<file path="src/rtl/uart_pkg.sv">
// Shared constants for the multi-channel UART: register offsets and status bit positions.
// Optional feature macro used by the design: UART_TX_FIFO_EN (TX FIFO per channel).
package uart_pkg;

    // Per-channel register offsets, reg_addr[1:0]
    localparam logic [1:0] REG_TXDATA  = 2'd0;
    localparam logic [1:0] REG_STATUS  = 2'd1;
    localparam logic [1:0] REG_RXDATA  = 2'd2;
    localparam logic [1:0] REG_RXCOUNT = 2'd3;

    // Status register bit positions
    localparam int ST_TX_READY  = 0;
    localparam int ST_RX_AVAIL  = 1;
    localparam int ST_RX_OVR    = 2;
    localparam int ST_TX_IDLE   = 3;

endpackage

</file>
<file path="src/rtl/uart_chan_fifo.sv">
// Synchronous FIFO used for both RX and TX channel buffering.
// Push when full and pop when empty are ignored; pop on empty with a push keeps the pushed entry.
module uart_chan_fifo
    import uart_pkg::*;
#(
    parameter int DEPTH = 16,
    parameter int W     = 8
) (
    input  logic                     clk,
    input  logic                     rst,
    input  logic                     push_i,
    input  logic                     pop_i,
    input  logic [W-1:0]             data_i,
    output logic [W-1:0]             data_o,
    output logic                     full_o,
    output logic                     empty_o,
    output logic [$clog2(DEPTH):0]   count_o
);
    // A depth of 1 still gets a 1-bit pointer; the storage is rounded up to 2**AW entries
    localparam int AW = (DEPTH > 1) ? $clog2(DEPTH) : 1;
    localparam int CW = $clog2(DEPTH) + 1;

    logic [W-1:0]  mem_q [2**AW];
    logic [AW-1:0] wr_ptr_q, rd_ptr_q;
    logic [CW-1:0] cnt_q;
    logic          do_push, do_pop;

    assign full_o  = (cnt_q == CW'(DEPTH));
    assign empty_o = (cnt_q == '0);
    assign do_push = push_i && !full_o;
    assign do_pop  = pop_i && !empty_o;
    assign data_o  = mem_q[rd_ptr_q];
    assign count_o = cnt_q;

    function automatic logic [AW-1:0] ptr_inc(input logic [AW-1:0] p);
        return (p == AW'(DEPTH - 1)) ? '0 : p + AW'(1);
    endfunction

    // Storage write; contents need no reset because the count defines validity
    always_ff @(posedge clk) begin
        if (do_push) mem_q[wr_ptr_q] <= data_i;
    end

    // Pointers and occupancy
    always_ff @(posedge clk or posedge rst) begin
        if (rst) begin
            wr_ptr_q <= '0;
            rd_ptr_q <= '0;
            cnt_q    <= '0;
        end else begin
            if (do_push) wr_ptr_q <= ptr_inc(wr_ptr_q);
            if (do_pop)  rd_ptr_q <= ptr_inc(rd_ptr_q);
            if (do_push && !do_pop)      cnt_q <= cnt_q + CW'(1);
            else if (do_pop && !do_push) cnt_q <= cnt_q - CW'(1);
        end
    end

endmodule

</file>
<file path="src/rtl/uart_serdes.sv">
// 8N1 serialisers: uart_tx (valid/ready byte in, serial out) and uart_rx (serial in, one-cycle valid pulse).
// Bit period is CLK_FRE (MHz) * 1e6 / BAUD_RATE clock cycles, rounded.
module uart_tx #(
    parameter real CLK_FRE   = 25.175,
    parameter int  BAUD_RATE = 115200
) (
    input  logic       clk,
    input  logic       rst_n,
    input  logic [7:0] tx_data_i,
    input  logic       tx_data_valid_i,
    output logic       tx_data_ready_o,
    output logic       tx_pin_o
);
    localparam int CYCLE = $rtoi(CLK_FRE * 1000000.0 / BAUD_RATE + 0.5);
    localparam logic [1:0] S_IDLE = 2'd0, S_START = 2'd1, S_DATA = 2'd2, S_STOP = 2'd3;

    logic [1:0]  state_q;
    logic [15:0] cnt_q;
    logic [2:0]  bit_q;
    logic [7:0]  shf_q;
    logic        pin_q;
    logic        bit_end;

    assign bit_end         = (cnt_q == 16'(CYCLE - 1));
    assign tx_data_ready_o = (state_q == S_IDLE);
    assign tx_pin_o        = pin_q;

    // Frame sequencer: start bit, 8 data bits LSB first, stop bit
    always_ff @(posedge clk or negedge rst_n) begin
        if (!rst_n) begin
            state_q <= S_IDLE;
            cnt_q   <= '0;
            bit_q   <= '0;
            shf_q   <= '0;
            pin_q   <= 1'b1;
        end else begin
            case (state_q)
                S_IDLE: if (tx_data_valid_i) begin
                    shf_q   <= tx_data_i;
                    pin_q   <= 1'b0;
                    cnt_q   <= '0;
                    state_q <= S_START;
                end
                S_START: if (bit_end) begin
                    cnt_q   <= '0;
                    pin_q   <= shf_q[0];
                    shf_q   <= shf_q >> 1;
                    bit_q   <= '0;
                    state_q <= S_DATA;
                end else cnt_q <= cnt_q + 16'd1;
                S_DATA: if (bit_end) begin
                    cnt_q <= '0;
                    if (bit_q == 3'd7) begin
                        pin_q   <= 1'b1;
                        state_q <= S_STOP;
                    end else begin
                        pin_q <= shf_q[0];
                        shf_q <= shf_q >> 1;
                        bit_q <= bit_q + 3'd1;
                    end
                end else cnt_q <= cnt_q + 16'd1;
                S_STOP: if (bit_end) begin
                    cnt_q   <= '0;
                    state_q <= S_IDLE;
                end else cnt_q <= cnt_q + 16'd1;
                default: state_q <= S_IDLE;
            endcase
        end
    end

endmodule

module uart_rx #(
    parameter real CLK_FRE   = 25.175,
    parameter int  BAUD_RATE = 115200
) (
    input  logic       clk,
    input  logic       rst_n,
    input  logic       rx_pin_i,
    output logic [7:0] rx_data_o,
    output logic       rx_data_valid_o
);
    localparam int CYCLE = $rtoi(CLK_FRE * 1000000.0 / BAUD_RATE + 0.5);
    localparam int HALF  = (CYCLE / 2 > 0) ? CYCLE / 2 : 1;
    localparam logic [1:0] S_IDLE = 2'd0, S_START = 2'd1, S_DATA = 2'd2, S_STOP = 2'd3;

    logic [1:0]  state_q;
    logic [15:0] cnt_q;
    logic [2:0]  bit_q;
    logic [7:0]  data_q;
    logic        s1_q, s2_q, vld_q;
    logic        bit_end;

    assign bit_end         = (cnt_q == 16'(CYCLE - 1));
    assign rx_data_o       = data_q;
    assign rx_data_valid_o = vld_q;

    // Synchronise the pin, then sample each bit at its middle; valid only with a good stop bit
    always_ff @(posedge clk or negedge rst_n) begin
        if (!rst_n) begin
            s1_q    <= 1'b1;
            s2_q    <= 1'b1;
            state_q <= S_IDLE;
            cnt_q   <= '0;
            bit_q   <= '0;
            data_q  <= '0;
            vld_q   <= 1'b0;
        end else begin
            s1_q  <= rx_pin_i;
            s2_q  <= s1_q;
            vld_q <= 1'b0;
            case (state_q)
                S_IDLE: if (!s2_q) begin
                    cnt_q   <= '0;
                    state_q <= S_START;
                end
                S_START: if (cnt_q == 16'(HALF - 1)) begin
                    cnt_q   <= '0;
                    bit_q   <= '0;
                    state_q <= s2_q ? S_IDLE : S_DATA;
                end else cnt_q <= cnt_q + 16'd1;
                S_DATA: if (bit_end) begin
                    cnt_q  <= '0;
                    data_q <= {s2_q, data_q[7:1]};
                    if (bit_q == 3'd7) state_q <= S_STOP;
                    else               bit_q   <= bit_q + 3'd1;
                end else cnt_q <= cnt_q + 16'd1;
                S_STOP: if (bit_end) begin
                    cnt_q   <= '0;
                    vld_q   <= s2_q;
                    state_q <= S_IDLE;
                end else cnt_q <= cnt_q + 16'd1;
                default: state_q <= S_IDLE;
            endcase
        end
    end

endmodule

</file>
<file path="src/rtl/uart_multi.sv">
// Multi-channel UART register block for the 6502 bus: per-channel RX FIFO, TX buffer,
// sticky overrun and a combined RX interrupt.
// Build option UART_TX_FIFO_EN: TX FIFO of TX_DEPTH entries; otherwise one holding register.
module uart_multi
    import uart_pkg::*;
#(
    parameter real CLK_FRE   = 25.175,
    parameter int  BAUD_RATE = 115200,
    parameter int  CHANNELS  = 2,
    parameter int  RX_DEPTH  = 16,
    parameter int  TX_DEPTH  = 16
) (
    input  logic                          clk,
    input  logic                          rst,
    input  logic                          uart_cs,
    input  logic                          R_W_n,
    input  logic [$clog2(CHANNELS)+1:0]   reg_addr,
    input  logic [7:0]                    data_i,
    output logic [7:0]                    data_o,
    input  logic [CHANNELS-1:0]           uart_rx,
    output logic [CHANNELS-1:0]           uart_tx,
    output logic                          irq
);
    localparam int CHW = $clog2(CHANNELS);
`ifdef UART_TX_FIFO_EN
    localparam int TXD = TX_DEPTH;
`else
    // Single holding register; TX_DEPTH has no effect in this build
    localparam int TXD = (TX_DEPTH > 0) ? 1 : 1;
`endif
    localparam int RXCW = $clog2(RX_DEPTH) + 1;
    localparam int TXCW = $clog2(TXD) + 1;

    // Zero-pad so the channel field exists even with a single channel
    logic [CHW+2:0]               addr_x;
    logic [CHW:0]                 ch_sel;
    logic [1:0]                   reg_sel;
    logic                         rst_n;
    logic [CHANNELS-1:0][7:0]     rdata;
    logic [CHANNELS-1:0]          rx_avail;

    assign addr_x  = {1'b0, reg_addr};
    assign ch_sel  = addr_x[CHW+2:2];
    assign reg_sel = addr_x[1:0];
    assign rst_n   = ~rst;
    assign irq     = |rx_avail;

    for (genvar i = 0; i < CHANNELS; i++) begin : g_ch
        logic            sel, wr_tx, rd_st, rd_rx;
        logic [7:0]      shadow_q, rx_byte, rx_head, tx_head, status, rx_cnt8;
        logic            rx_vld, rx_full, rx_empty, ovr_q;
        logic [RXCW-1:0] rx_cnt;
        logic            tx_full, tx_empty, tx_rdy, tv_q, tv_d, tx_pop, tx_push_ok;
        logic [TXCW-1:0] tx_cnt;

        assign sel        = uart_cs && (ch_sel == (CHW+1)'(i));
        assign wr_tx      = sel && !R_W_n && (reg_sel == REG_TXDATA);
        assign rd_st      = sel &&  R_W_n && (reg_sel == REG_STATUS);
        assign rd_rx      = sel &&  R_W_n && (reg_sel == REG_RXDATA);
        assign tx_push_ok = wr_tx && !tx_full;
        assign tx_pop     = tv_q && tx_rdy;

        uart_rx #(.CLK_FRE(CLK_FRE), .BAUD_RATE(BAUD_RATE)) u_rx (
            .clk(clk), .rst_n(rst_n), .rx_pin_i(uart_rx[i]),
            .rx_data_o(rx_byte), .rx_data_valid_o(rx_vld)
        );

        uart_chan_fifo #(.DEPTH(RX_DEPTH), .W(8)) u_rxf (
            .clk(clk), .rst(rst), .push_i(rx_vld), .pop_i(rd_rx), .data_i(rx_byte),
            .data_o(rx_head), .full_o(rx_full), .empty_o(rx_empty), .count_o(rx_cnt)
        );

        uart_chan_fifo #(.DEPTH(TXD), .W(8)) u_txf (
            .clk(clk), .rst(rst), .push_i(wr_tx), .pop_i(tx_pop), .data_i(data_i),
            .data_o(tx_head), .full_o(tx_full), .empty_o(tx_empty), .count_o(tx_cnt)
        );

        uart_tx #(.CLK_FRE(CLK_FRE), .BAUD_RATE(BAUD_RATE)) u_tx (
            .clk(clk), .rst_n(rst_n), .tx_data_i(tx_head), .tx_data_valid_i(tv_q),
            .tx_data_ready_o(tx_rdy), .tx_pin_o(uart_tx[i])
        );

        // Valid stays up after a pop only if an entry remains behind the one handed over
        always_comb begin
            tv_d = !tx_empty;
            if (tx_pop) tv_d = (tx_cnt > TXCW'(1)) || tx_push_ok;
        end

        // Drain valid, TX shadow and sticky overrun (a new overrun wins over a clearing read)
        always_ff @(posedge clk or posedge rst) begin
            if (rst) begin
                tv_q     <= 1'b0;
                shadow_q <= '0;
                ovr_q    <= 1'b0;
            end else begin
                tv_q <= tv_d;
                if (wr_tx) shadow_q <= data_i;
                if (rx_vld && rx_full) ovr_q <= 1'b1;
                else if (rd_st)        ovr_q <= 1'b0;
            end
        end

        // Status byte and saturated RX count
        always_comb begin
            status              = '0;
            status[ST_TX_READY] = !tx_full;
            status[ST_RX_AVAIL] = !rx_empty;
            status[ST_RX_OVR]   = ovr_q;
            status[ST_TX_IDLE]  = tx_empty && tx_rdy;
            rx_cnt8 = (32'(rx_cnt) > 32'd255) ? 8'hFF : 8'(rx_cnt);
        end

        // Per-channel read data for the current register offset
        always_comb begin
            case (reg_sel)
                REG_TXDATA: rdata[i] = shadow_q;
                REG_STATUS: rdata[i] = status;
                REG_RXDATA: rdata[i] = rx_empty ? 8'h00 : rx_head;
                default:    rdata[i] = rx_cnt8;
            endcase
        end

        assign rx_avail[i] = !rx_empty;
    end

    // Channel read mux; out-of-range channel numbers read 0
    always_comb begin
        data_o = 8'h00;
        for (int c = 0; c < CHANNELS; c++) begin
            if (ch_sel == (CHW+1)'(c)) data_o = rdata[c];
        end
    end

endmodule

</file>
<file path="config.mk">
export PLATFORM = sky130hd
export DESIGN_NAME = uart_multi
export DESIGN_NICKNAME = d
export VERILOG_FILES = /design/src/rtl/uart_pkg.sv /design/src/rtl/uart_chan_fifo.sv /design/src/rtl/uart_serdes.sv /design/src/rtl/uart_multi.sv
export SDC_FILE = /design/constraint.sdc
export NUM_CORES = 1
export LEC_CHECK = 0
export BUFFER_PORTS_ARGS = -buffer_cell sky130_fd_sc_hd__buf_4
export CAP_MARGIN = 20
export CORE_MARGIN = 2
export CORE_UTILIZATION = 35
export DETAILED_ROUTE_END_ITERATION = 8
export GPL_TIMING_DRIVEN = 0
export PLACE_DENSITY = 0.53
export SETUP_SLACK_MARGIN = 0.2
export SLEW_MARGIN = 20
export SYNTH_ARGS = -nofsm -noshare
export SYNTH_HDL_FRONTEND = slang
export SYNTH_HIERARCHICAL = 1
export SYNTH_SLANG_ARGS = --single-unit
</file>
<file path="constraint.sdc">
create_clock -name clk -period 6.8 [get_ports clk]
set_input_delay 1.36 -clock clk [delete_from_list [all_inputs] [get_ports clk]]
set_output_delay 1.36 -clock clk [all_outputs]
set_load 0.05 [all_outputs]
</file>
==> results.py <==
metrics = {
    "outcome": {
        "status": "complete, no violations",
    },
    "yosys": {
        "ys_types": 98,
        "synth_top_family_by_area": "simple AND/OR/NAND/NOR gates",
        "synth_compound_area_frac": 0.0926,
        "netlist_area_um2": 20500,
        "synth-async-reset-ratio": 0.387,
        "ys_seq_area_frac": 0.610,
        "netlist_instances": 1514,
        "synthAdderAreaFrac": 0.0313,
        "ys_seq_elements": 444,
        "synthXorXnorAreaFrac": 0.00985,
        "ys.flop_type": "edfxtp_1",
        "synthMuxAreaShare": 0.109,
        "synth_warnings": 6,
        "synth_edf_count": 272,
        "synthSimpleGateAreaFrac": 0.114,
        "synth.net_count": 1581,
        "avgSynthCellArea_um2": 13.5,
    },
    "clock_tree": {
        "cts_buffers": 49,
        "cts_tree": "built",
        "htreeDepth": 2,
        "root_buffer": "clkbuf_16",
        "clockBufferDepth": 3,
        "post_cts_buffers": 0,
        "clock_latency_ps": 590,
        "cts.sinks": 444,
        "clkSlewWorstSetupHoldPaths_ps": 60,
        "hold_buffers": 0,
        "cts_resized": 0,
    },
    "timing": {
        "post-route-min-period_ps": 4840,
        "finClkSkew_ps": 24.8,
        "hold_violations": 0,
        "period_share": 0.712,
        "rsz0062_at_grt": "false",
        "max_slew_margin": 0.371,
        "slew_violations": 0,
        "setup_slack_ps": 1960,
        "worstMarginPinSlew_ps": 940,
        "fmax_mhz": 207,
        "setup_viol": 0,
    },
    "route": {
        "antenna_left": 0,
        "remaining_drc_errors": 0,
        "dr.pass1.iters": 5,
        "avgRoutedWirePerCell_um": 18.7,
        "met2_length_um": 20100,
        "drt-total-wl_um": 44800,
        "wl_met3_um": 2080,
        "viasPerCell": 5.18,
        "top_layer": "met5",
        "vias": 12400,
        "m1WireLength_um": 21500,
        "drtIter0Drc": 785,
    },
    "critical_path": {
        "crit_path_frequent_cell": "clkbuf_1",
        "endpoint": "data_o[1]",
        "slowest_delay_ps": 450,
        "rr_worst_depth": 9,
        "end_kind": "primary output",
        "r2r_end": "g_ch[0].u_rxf/count_o[4]",
        "r2r-start": "g_ch[0].u_rxf/count_o[0]",
        "crit_path_top_delay_cell": "clkbuf_1",
        "critPathLaunch": "g_ch[1].u_rxf/rd_ptr_q[2]",
        "critPathMaxFanout": 10,
        "worstPathArrival_ps": 3480,
        "cp_cell_sequence": "and2_1 > clkbuf_1 > clkbuf_1 > a22oi_1 > o211ai_1 > nand2_1 > and2b_2 > mux4_2 > o2bb2ai_1 > buf_4",
        "path_class": "flop to primary output",
        "crit_required_ps": 5440,
        "worstSetupStartpointType": "flop",
        "ff2ff_setup_slack_ps": 3690,
    },
    "layout": {
        "syn2layout_area_growth_pct": 14.6,
        "final_common_cell": "edfxtp_1",
        "mostFrequentLayoutCells": "edfxtp_1 (272), dfrtp_1 (166), nand2_1 (130)",
        "n_antenna_cell": 0,
        "fin_area_um2": 23400,
        "final_layout_size_suffix_gt1_frac": 0.183,
        "register_area_um2": 12500,
        "fin_nets": 1660,
        "postLayoutCoreUtil": 0.406,
        "multi_input_area_um2": 7340,
        "fill_cells": 5393,
    },
    "floorplan": {
        "rows": 88,
        "die_area_um2": 60400,
        "initial_utilization": 0.355,
        "die_width_um": 246,
        "coreArea_um2": 57700,
        "pin_count": 28,
        "die_y_um": 246,
    },
    "grt": {
        "grt_usage": 0.150,
        "antenna_found_initial": 1,
        "first_global_vias": 12300,
        "overflow": 0,
        "grt_pass1_wl_um": 70800,
        "grt_max_degree": 83,
    },
    "power": {
        "leakage_nw": 8.26,
        "vdd_drop_max_uv": 170,
        "powerDensity_nw_per_um2": 285,
    },
    "place": {
        "dpl_cell_area_um2": 21700,
        "place.gp.congestion": 0.808,
        "dpl_worst_slack_ps": 2510,
        "dp_hpwl_um": 29300,
        "portBuffers": 26,
    },
    "min_path": {
        "min_path_type": "flop to flop",
        "min_from": "g_ch[1].u_rx/s1_q",
    },
    "run": {
        "drv_cap": 0,
    },
}
==> worst max-delay path: cells and delay by family, from the launching register on <==
family / cells / cell delay, ps
buffers and inverters: 3 / 1000
AOI/OAI and AO/OA: 3 / 600
and+or+nand+nor: 3 / 470
muxes: 1 / 450
DFF: 1 / 370
==> area by class of cell <==
| type | instances | area share |
|---|---|---|
| Buffer | 75 | 0.0188 |
| Clock buffer | 71 | 0.0611 |
| Clock inverter | 21 | 0.0133 |
| Inverter | 63 | 0.0104 |
| Multi-Input combinational cell | 932 | 0.313 |
| Sequential cell | 444 | 0.532 |
| Tap cell | 765 | 0.0408 |
| Timing Repair Buffer | 28 | 0.00982 |
==> per-layer routing <==
metal  global-route usage  vias to the layer above
met3               0.0279                       66
met2                0.228                      241
met5                    0                        -
met1                0.217                     6234
met4               0.0446                        2
li1                     -                     5895
==> worst min path at each step <==
stage                        end  slack, ps  cells after the start
6_report       g_ch[1].u_rx/s2_q        360                      0
5_1_grt        g_ch[1].u_rx/s2_q        360                      0
2_1_floorplan  g_ch[0].u_rx/s2_q        350                      0
4_1_cts        g_ch[0].u_rx/s2_q        360                      0
3_3_place_gp   g_ch[1].u_rx/s2_q        350                      0
3_5_place_dp   g_ch[0].u_rx/s2_q        350                      0
==> registers in the layout, summed over array words and instances (netlist names), 10 cells and up, named ones only <==
signal               cells
g_ch.u_rx/cnt_q         32
g_ch.u_rxf/count_o      10
g_ch.u_tx/shf_q         16
g_ch.u_rxf/mem_q       256
g_ch.shadow_q           16
g_ch.u_txf/mem_q        16
g_ch.u_rx/rx_data_o     16
g_ch.u_tx/cnt_q         32
==> metrics by stage <==
step | total power [mW] | setup TNS, ps | hold WS [ps] | std cells
2_1_floorplan | 3.69 | 0 | 345 | 1514
3_3_place_gp | 3.90 | -97160 | 347 | 2305
3_5_place_dp | 3.91 | 0 | 348 | 2307
4_1_cts | 6.79 | 0 | 357 | 2399
5_1_grt | 6.97 | 0 | 360 | 2399
6_report | 6.68 | 0 | 356 | 2399
==> Yosys cell counts, types with 24 or more instances <==
library cell,number,share of area
dfrtp_1,166,0.20
a21oi_1,27,0.0066
mux2i_1,83,0.041
o211ai_1,24,0.0088
nand2_1,130,0.024
o21ai_0,55,0.013
nor2_1,64,0.012
inv_1,61,0.011
clkbuf_1,30,0.0055
mux2_2,40,0.022
ha_1,48,0.029
mux4_2,34,0.037
nand3_1,39,0.0095
nor3_1,30,0.0073
edfxtp_1,272,0.40
==> where the power goes <==
part / leakage (nW) / internal [mW] / total [mW] / switching, mW
Clock: 0.846 / 1.76 / 2.83 / 1.07
Sequential: 4.13 / 2.92 / 3.00 / 0.0844
Combinational: 3.29 / 0.367 / 0.849 / 0.482
Total: 8.26 / 5.05 / 6.68 / 1.63
==> cell families (layout without fill, tap and decap cells) <==
| group | Yosys count | after routing |
|---|---|---|
| DFF | 444 | 444 |
| adders and majority gates | 50 | 50 |
| xor gates and xnor gates | 23 | 23 |
| muxes | 169 | 169 |
| buffers and inverters | 138 | 258 |
| and+or+nand+nor | 420 | 420 |
| AOI/OAI and AO/OA | 270 | 270 |
Power figures use the tool's default switching activity.
